**config.mk**
```make
export PLATFORM = sky130hd
export DESIGN_NAME = mult_appx_stat
export DESIGN_NICKNAME = d
export VERILOG_FILES = /design/src/rtl/mult_appx_stat.sv
export SDC_FILE = /design/constraint.sdc
export NUM_CORES = 1
export LEC_CHECK = 0
export CORE_MARGIN = 3
export CORE_UTILIZATION = 49
export DETAILED_ROUTE_END_ITERATION = 8
export PLACE_DENSITY = 0.77
export SLEW_MARGIN = 20
export SYNTH_ARGS = -nofsm -noshare
export SYNTH_HDL_FRONTEND = slang
export SYNTH_SLANG_ARGS = --single-unit
```
**constraint.sdc**
```tcl
create_clock -name clk -period 4.3 [get_ports clk]
set_input_delay 0.86 -clock clk [delete_from_list [all_inputs] [get_ports clk]]
set_output_delay 0.86 -clock clk [all_outputs]
set_load 0.005 [all_outputs]
```
**src/rtl/mult_appx_stat.sv**
```systemverilog
// Two-stage W x W unsigned fixed-point multiplier producing exact and truncated-array
// approximate products, with saturating running statistics of their difference.
module mult_appx_stat #(
    parameter int W     = 5,
    parameter int TRUNC = 4,
    parameter int CW    = 16,
    parameter int SW    = 16
) (
    input  logic          clk,
    input  logic          rst_n,
    input  logic          in_valid,
    input  logic [W-1:0]  in_a,
    input  logic [W-1:0]  in_b,
    input  logic          mode,
    input  logic          stat_clr,
    output logic          out_valid,
    output logic [W-1:0]  out_y,
    output logic [W-1:0]  out_err,
    output logic [CW-1:0] sample_cnt,
    output logic [CW-1:0] err_cnt,
    output logic [SW-1:0] err_sum,
    output logic [W-1:0]  err_max
);

    localparam int PW = 2 * W;
    localparam int AW = ((SW > W) ? SW : W) + 1;
    localparam logic [PW-1:0] ONE_P   = {{(PW-1){1'b0}}, 1'b1};
    localparam logic [PW-1:0] KEEP    = ~((ONE_P << TRUNC) - ONE_P);
    localparam logic [CW-1:0] CNT_ONE = {{(CW-1){1'b0}}, 1'b1};

    function automatic logic [CW-1:0] sat_inc(input logic [CW-1:0] v);
        return (&v) ? v : v + CNT_ONE;
    endfunction

    // Widen before adding so the carry out is visible, then clamp at all-ones.
    function automatic logic [SW-1:0] sat_add(input logic [SW-1:0] acc,
                                              input logic [W-1:0]  inc);
        logic [AW-1:0] sum;
        sum = {{(AW-SW){1'b0}}, acc} + {{(AW-W){1'b0}}, inc};
        if (sum > {{(AW-SW){1'b0}}, {SW{1'b1}}})
            return {SW{1'b1}};
        return sum[SW-1:0];
    endfunction

    // ---- stage 1: operand capture ----
    logic          vld_p1_q;
    logic [W-1:0]  a_p1_q;
    logic [W-1:0]  b_p1_q;
    logic          mode_p1_q;

    always_ff @(posedge clk or negedge rst_n) begin
        if (!rst_n) begin
            vld_p1_q  <= 1'b0;
            a_p1_q    <= '0;
            b_p1_q    <= '0;
            mode_p1_q <= 1'b0;
        end else begin
            vld_p1_q  <= in_valid;
            a_p1_q    <= in_a;
            b_p1_q    <= in_b;
            mode_p1_q <= mode;
        end
    end

    // ---- stage 1 -> 2: exact and truncated products ----
    logic [PW-1:0] prod_ex;
    logic [PW-1:0] prod_apx;
    logic [W-1:0]  exact_w;
    logic [W-1:0]  apx_w;
    logic [W-1:0]  y_d;
    logic [W-1:0]  err_d;

    // Each row's bit k sits in column k, so masking a shifted row drops its low columns.
    always_comb begin
        prod_ex  = {{W{1'b0}}, a_p1_q} * {{W{1'b0}}, b_p1_q};
        prod_apx = '0;
        for (int i = 0; i < W; i++) begin
            if (a_p1_q[i])
                prod_apx = prod_apx + (({{W{1'b0}}, b_p1_q} << i) & KEEP);
        end
    end

    assign exact_w = prod_ex[PW-1:W];
    assign apx_w   = prod_apx[PW-1:W];
    assign err_d   = exact_w - apx_w;
    assign y_d     = mode_p1_q ? apx_w : exact_w;

    // ---- stage 2: result register ----
    logic          vld_p2_q;
    logic [W-1:0]  y_p2_q;
    logic [W-1:0]  err_p2_q;

    always_ff @(posedge clk or negedge rst_n) begin
        if (!rst_n) begin
            vld_p2_q <= 1'b0;
            y_p2_q   <= '0;
            err_p2_q <= '0;
        end else begin
            vld_p2_q <= vld_p1_q;
            if (vld_p1_q) begin
                y_p2_q   <= y_d;
                err_p2_q <= err_d;
            end
        end
    end

    // ---- statistics, fed by the presented stage-2 sample ----
    logic [CW-1:0] sample_cnt_q, sample_cnt_d;
    logic [CW-1:0] err_cnt_q,    err_cnt_d;
    logic [SW-1:0] err_sum_q,    err_sum_d;
    logic [W-1:0]  err_max_q,    err_max_d;

    always_comb begin
        sample_cnt_d = sample_cnt_q;
        err_cnt_d    = err_cnt_q;
        err_sum_d    = err_sum_q;
        err_max_d    = err_max_q;
        if (stat_clr) begin
            sample_cnt_d = '0;
            err_cnt_d    = '0;
            err_sum_d    = '0;
            err_max_d    = '0;
        end else if (vld_p2_q) begin
            sample_cnt_d = sat_inc(sample_cnt_q);
            if (err_p2_q != '0)
                err_cnt_d = sat_inc(err_cnt_q);
            err_sum_d = sat_add(err_sum_q, err_p2_q);
            if (err_p2_q > err_max_q)
                err_max_d = err_p2_q;
        end
    end

    always_ff @(posedge clk or negedge rst_n) begin
        if (!rst_n) begin
            sample_cnt_q <= '0;
            err_cnt_q    <= '0;
            err_sum_q    <= '0;
            err_max_q    <= '0;
        end else begin
            sample_cnt_q <= sample_cnt_d;
            err_cnt_q    <= err_cnt_d;
            err_sum_q    <= err_sum_d;
            err_max_q    <= err_max_d;
        end
    end

    assign out_valid  = vld_p2_q;
    assign out_y      = y_p2_q;
    assign out_err    = err_p2_q;
    assign sample_cnt = sample_cnt_q;
    assign err_cnt    = err_cnt_q;
    assign err_sum    = err_sum_q;
    assign err_max    = err_max_q;

endmodule
```
### Word level (Yosys, flattened, before mapping)

Cells that the tools add are included.

| word-level totals | value |
|---|---|
| register bits after elaboration | 76 |

| cells by class | value |
|---|---|
| add/subtract/negate cells | 8 |
| multipliers | 1 |
| magnitude comparators | 2 |
| equal/unequal tests | 2 |
| mux-type cells | 23 |
| reduce and logical (&&, ||, !) cells | 9 |

Operators with widths:

| kind | number |
|---|---|
| 2-to-1 mux 16 bit | 11 |
| 2-to-1 mux 10 bit | 4 |
| adder 16 x 1 -> 16 bit, second input constant | 2 |
| AND reduction 16 bit | 2 |
| 2-to-1 mux 5 bit | 5 |
| adder 16 x 5 -> 17 bit | 1 |
| greater-than comparator 17 x 16 -> 1 bit, second input constant | 1 |
| adder 10 x 6 -> 10 bit | 1 |
| adder 10 x 7 -> 10 bit | 1 |
| adder 10 x 8 -> 10 bit | 1 |
| adder 10 x 9 -> 10 bit | 1 |
| multiplier 5 x 5 -> 10 bit | 1 |
| nonzero test 2 bit | 3 |
| greater-than comparator 5 bit | 1 |
| nonzero test 5 bit | 1 |
| subtractor 5 bit | 1 |
| inequality test 2 bit, second input constant | 2 |
| AND reduction 2 bit | 2 |
| 2-to-1 mux 1 bit | 3 |
| AND reduction 3 bit | 1 |

### Logic depth before layout (Yosys ltp)

| depth | value |
|---|---|
| word-level depth | 10 |
| depth in mapped cells | 22 |
| mapped depth without buffers | 22 |

### Worst setup path after synthesis

Ideal clock, no wire load.

| path | value |
|---|---|
| kind | register to register |
| start point | register b_p1_q[4] |
| end point | register err_p2_q[4], in the netlist out_err[4] |
| setup time | 0.137 ns |
| data arrival time | 4.545 ns |
| slack | -0.382 ns |
| stages on the path, launching flop included | 23 |
| path buffers | 0 |
| clock period less this slack | 4.682 ns |
| cell sequence | dfrtp_1 > nand2_1 > xnor2_1 > inv_1 > ha_1 > inv_1 > fa_1 > mux2i_1 > inv_1 > fa_1 > xnor2_1 > mux2_2 > ha_1 > a21o_1 > a41oi_1 > xnor2_1 > a21oi_1 > ha_1 > a21o_1 > a21oi_1 > xnor2_1 > xnor2_1 > a21oi_1 |

| between the ends | value |
|---|---|
| longest elaborated chain between the ends | 10 |

Ends and longest elaborated chain:

| what | RTL line | RTL |
|---|---|---|
| start, declared | 48 | `logic [W-1:0] b_p1_q;` |
| start signal, assigned | 60 | `b_p1_q <= in_b;` |
| 2-to-1 mux 5 bit | 78 | `if (a_p1_q[i])` |
| adder 10 x 6 -> 10 bit | 79 | `prod_apx = prod_apx + (({{W{1'b0}}, b_p1_q} << i) & KEEP);` |
| 2-to-1 mux 10 bit | 78 |  |
| adder 10 x 7 -> 10 bit | 79 |  |
| 2-to-1 mux 10 bit | 78 |  |
| adder 10 x 8 -> 10 bit | 79 |  |
| 2-to-1 mux 10 bit | 78 |  |
| adder 10 x 9 -> 10 bit | 79 |  |
| 2-to-1 mux 10 bit | 78 |  |
| subtractor 5 bit (*) | 85 | `assign err_d = exact_w - apx_w;` |
| end signal, assigned | 102 | `err_p2_q <= err_d;` |
| end, declared | 91 | `logic [W-1:0] err_p2_q;` |

Mark *: on every way between the ends. The rest lies on a longest branch, timed or not.
A chain may end at the register's enable or synchronous reset.

### Final worst setup path

| path | value |
|---|---|
| start point | register b_p1_q[3] |
| end point | register err_p2_q[3], in the netlist out_err[3] |

| between the ends | value |
|---|---|
| longest elaborated chain between the ends | 9 |

Ends and longest elaborated chain:

| what | RTL line |
|---|---|
| adder 10 x 6 -> 10 bit | 79 |
| 2-to-1 mux 10 bit | 78 |
| adder 10 x 7 -> 10 bit | 79 |
| 2-to-1 mux 10 bit | 78 |
| adder 10 x 8 -> 10 bit | 79 |
| 2-to-1 mux 10 bit | 78 |
| adder 10 x 9 -> 10 bit | 79 |
| 2-to-1 mux 10 bit | 78 |
| subtractor 5 bit (*) | 85 |

Marked as above.

==> qor.csv <==
stage,metric,value,unit
timing,maxSlewViolCount,0,
synth,yosys_warnings,0,
synth,synth_edf_count,0,
grt,grt.met1_usage,26.8,%
detailed_routing,drt_wl_total,11600,um
placement,portBuffers,78,
timing,period_minus_slack,4.43,ns
clock_network,clk_latency,0.36,ns
floorplanning,core,9910,um2
synth,synth_top_flop_cell,dfrtp_1,
floorplanning,ios,79,
timing,setup_slack,-0.131,ns
synth,synth.top_cells.by_area,"dfrtp_1 38%, ha_1 11%, nor2_1 5.3%",
power,peakVddDrop,0.206,mV
synth,synth_area,5070,um2
synth,synth_top_family_by_area,simple AND/OR/NAND/NOR gates,
synth,postSynthCellCount,537,
floorplanning,die-width,108,um
grt,grt_max_degree,77,
placement,hpwl,8350,um
grt,globalRouteMet3Util,3.84,%
worst_setup_path,crit_type,register to register,
worst_hold_path,hp-class,register to register,
clock_network,cts_buffers,9,
timing,finalSetupViolCount,3,
worst_setup_path,worst_ep_arrival_time,4.68,ns
floorplanning,num_rows,36,
detailed_routing,antenna_left,0,
grt,grt_pass1_wl,19000,um
floorplanning,die_h,108,um
timing,rsz0062_at_grt,true,
synth,synthAdderAreaFrac,15.9,%
clock_network,cts_tree,built,
timing,clock_skew,0.0112,ns
synth,avgSynthCellArea,9.43,um2
placement,dp_slack,-0.115,ns
finish,final_cells,780,
detailed_routing,num_vias,4216,
clock_network,clk_transition_reported_paths,0.08,ns
clock_network,cts.path.max_buffers,2,
finish,utilization,66.7,%
finish,drive_above_1_share,14.8,%
grt,grt_util_met2,34.7,%
synth,synth_compound_area_share,12.3,%
floorplanning,dieArea,11600,um2
power,leakage,2.93,nW
worst_setup_path,crit_fanout,4,
grt,antenna_found_initial,0,
synth,synth_xor_area_share,7.78,%
finish,fillers,772,
synth,synthSimpleGateAreaFrac,18.0,%
synth,synth_top_area_share,37.5,%
synth,yosysSeqAreaShare,37.5,%
synth,synth_commonest_cells,"76 x dfrtp_1, 72 x nor2_1, 50 x inv_1",
detailed_routing,wl_per_cell,14.8,um
worst_setup_path,required,4.54,ns
finish,antennaDiodeCount,0,
worst_setup_path,end_kind,register,
placement,gpl.final_weighted_congestion,0.851,
grt,grt_overflow,0,
synth,synth-seq-cells,76,
timing,slew_headroom,30.6,%
timing,fmax,0.226,GHz
clock_network,postCtsHoldBufs,0,
synth,synthArstFlopShare,100,%
synth,synth_top_area_cell,dfrtp_1,
run_status,violations,setup timing,
detailed_routing,drc,0,
synth,yosysMostFrequentCell,dfrtp_1,
detailed_routing,vias_per_cell,5.41,
synth,synth_fp_nets,609,
timing,period_share,103,%
grt,top_usage_layer,met2,
clock_network,cts_sinks,76,
synth,synth.distinct_cells,55,
floorplanning,start_util,51.1,%
timing,worstMarginPinSlew,1.04,ns
power,p_per_area,415,nW/um2
grt,grt_usage,20.5,%
detailed_routing,dr.first_iter.drc_count,186,
detailed_routing,dr.pass1.iters,4,
flow_run,maxCapViolations,0,
finish,syn2layout_area_growth,30.5,%
run_status,status,"complete, but fails checks",
grt,grt_pass1_vias,4084,
clock_network,cts_root_buf,clkbuf_8,
worst_setup_path,start_kind,register,
timing,finalHoldViolCount,0,
synth,synthMuxAreaShare,3.48,%
placement,place_inst,753,
finish,layout.nets,714,
clock_network,cts_max_level,3,
critical path, stage by stage, from the launching register on:
cell and delay (ns):
dfrtp_2 0.39, nand2_2 0.07, xnor2_2 0.19, inv_1 0.07, ha_2 0.18, inv_2 0.06
fa_2 0.44, mux2i_4 0.17, inv_2 0.06, fa_2 0.36, xnor2_1 0.14, mux2_4 0.28
ha_4 0.23, a21o_1 0.18, a41oi_2 0.21, xnor2_2 0.11, a21oi_2 0.19, ha_1 0.27
buf_4 0.14, buf_6 0.11, a21oi_4 0.13, xnor2_2 0.07, mux2_2 0.26
registers in the layout (all words and copies together), names as in the netlist:
signal / flops
sample_cnt: 16
out_valid: 1
mode_p1_q: 1
err_cnt: 16
err_sum: 16
a_p1_q: 5
err_max: 5
vld_p1_q: 1
out_err: 5
out_y: 5
b_p1_q: 5
kinds of logic after synthesis:
kind of cell               Yosys count
AOI/OAI and AO/OA                   91
xor gates and xnor gates            45
adders and majority gates           57
buffers and inverters               66
DFF                                 76
muxes                               17
and+or+nand+nor                    185
metrics by stage:
stage          total power [mW]  hold slack, ns  setup TNS [ns]  area [um2]
6_report                   2.74           0.539          -0.304        6610
5_1_grt                    2.93           0.585          -0.796        6610
4_1_cts                    2.66           0.543         -0.0750        6470
3_5_place_dp               1.98           0.529          -0.212        6170
3_3_place_gp               1.92           0.507        -0.00878        6170
2_1_floorplan              1.58           0.352        -0.00910        5150
path summary, 6_finish.rpt:
kind	startpoint	to	slack, ns	cells past startpoint
hold / removal	out_y[0]$_DFFE_PN0P_	out_y[0]$_DFFE_PN0P_	0.54	2
setup / recovery	b_p1_q[3]$_DFF_PN0_	out_err[3]$_DFFE_PN0P_	-0.13	22
hold reg to reg	out_y[0]$_DFFE_PN0P_	out_y[0]$_DFFE_PN0P_	0.54	2
min in group asynchronous	rst_n	out_err[2]$_DFFE_PN0P_	0.64	1
max in group asynchronous	rst_n	a_p1_q[1]$_DFF_PN0_	2.98	1
setup reg to reg	b_p1_q[3]$_DFF_PN0_	out_err[3]$_DFFE_PN0P_	-0.13	22
area by class of cell:
type                            instances  area, um2  area share [%]
Timing Repair Buffer                  109       1010            15.3
Clock buffer                           10        138            2.08
Clock inverter                          6       93.8            1.42
Inverter                               51        191            2.89
Tap cell                              133        166            2.52
Multi-Input combinational cell        395       3110            47.0
Sequential cell                        76       1910            28.8
where the power goes:
group	switching, mW	internal (mW)
clock	0.295	0.348
sequential	0.115	0.795
combinational	0.550	0.639
placed cells by master (no fill, tap or decap), types with 6 or more instances in the layout:
master / Yosys / final
ha_1: 45 / 37
a21oi_1: 31 / 25
and2_1: 13 / 13
nor3_1: 12 / 12
o21ai_0: 6 / 6
a31oi_1: 8 / 8
buf_4: 1 / 31
fa_1: 12 / 9
nand4_1: 14 / 14
clkbuf_8: 0 / 10
clkdlybuf4s50_1: 0 / 76
xnor2_1: 29 / 25
ha_4: 0 / 6
nand3_1: 13 / 13
mux2i_1: 12 / 11
nand2_1: 33 / 30
or3_1: 6 / 6
xor2_1: 16 / 16
nor2_1: 72 / 72
dfrtp_1: 76 / 73
o21a_1: 9 / 9
inv_1: 50 / 48
a21o_1: 9 / 9
routing by layer:
layer	up-vias	share of wire [%]
met5	-	0
met4	0	1.2
li1	2059	-
met3	11	4.6
met1	2039	45
met2	107	49
timing repair:
action,in CTS,in global routing
gates resized for setup,4,14
pin swaps,8,21
buffers inserted,5,6
cloned,0,0
endpoints found under the setup margin,2,3
Power figures use the tool's default switching activity.
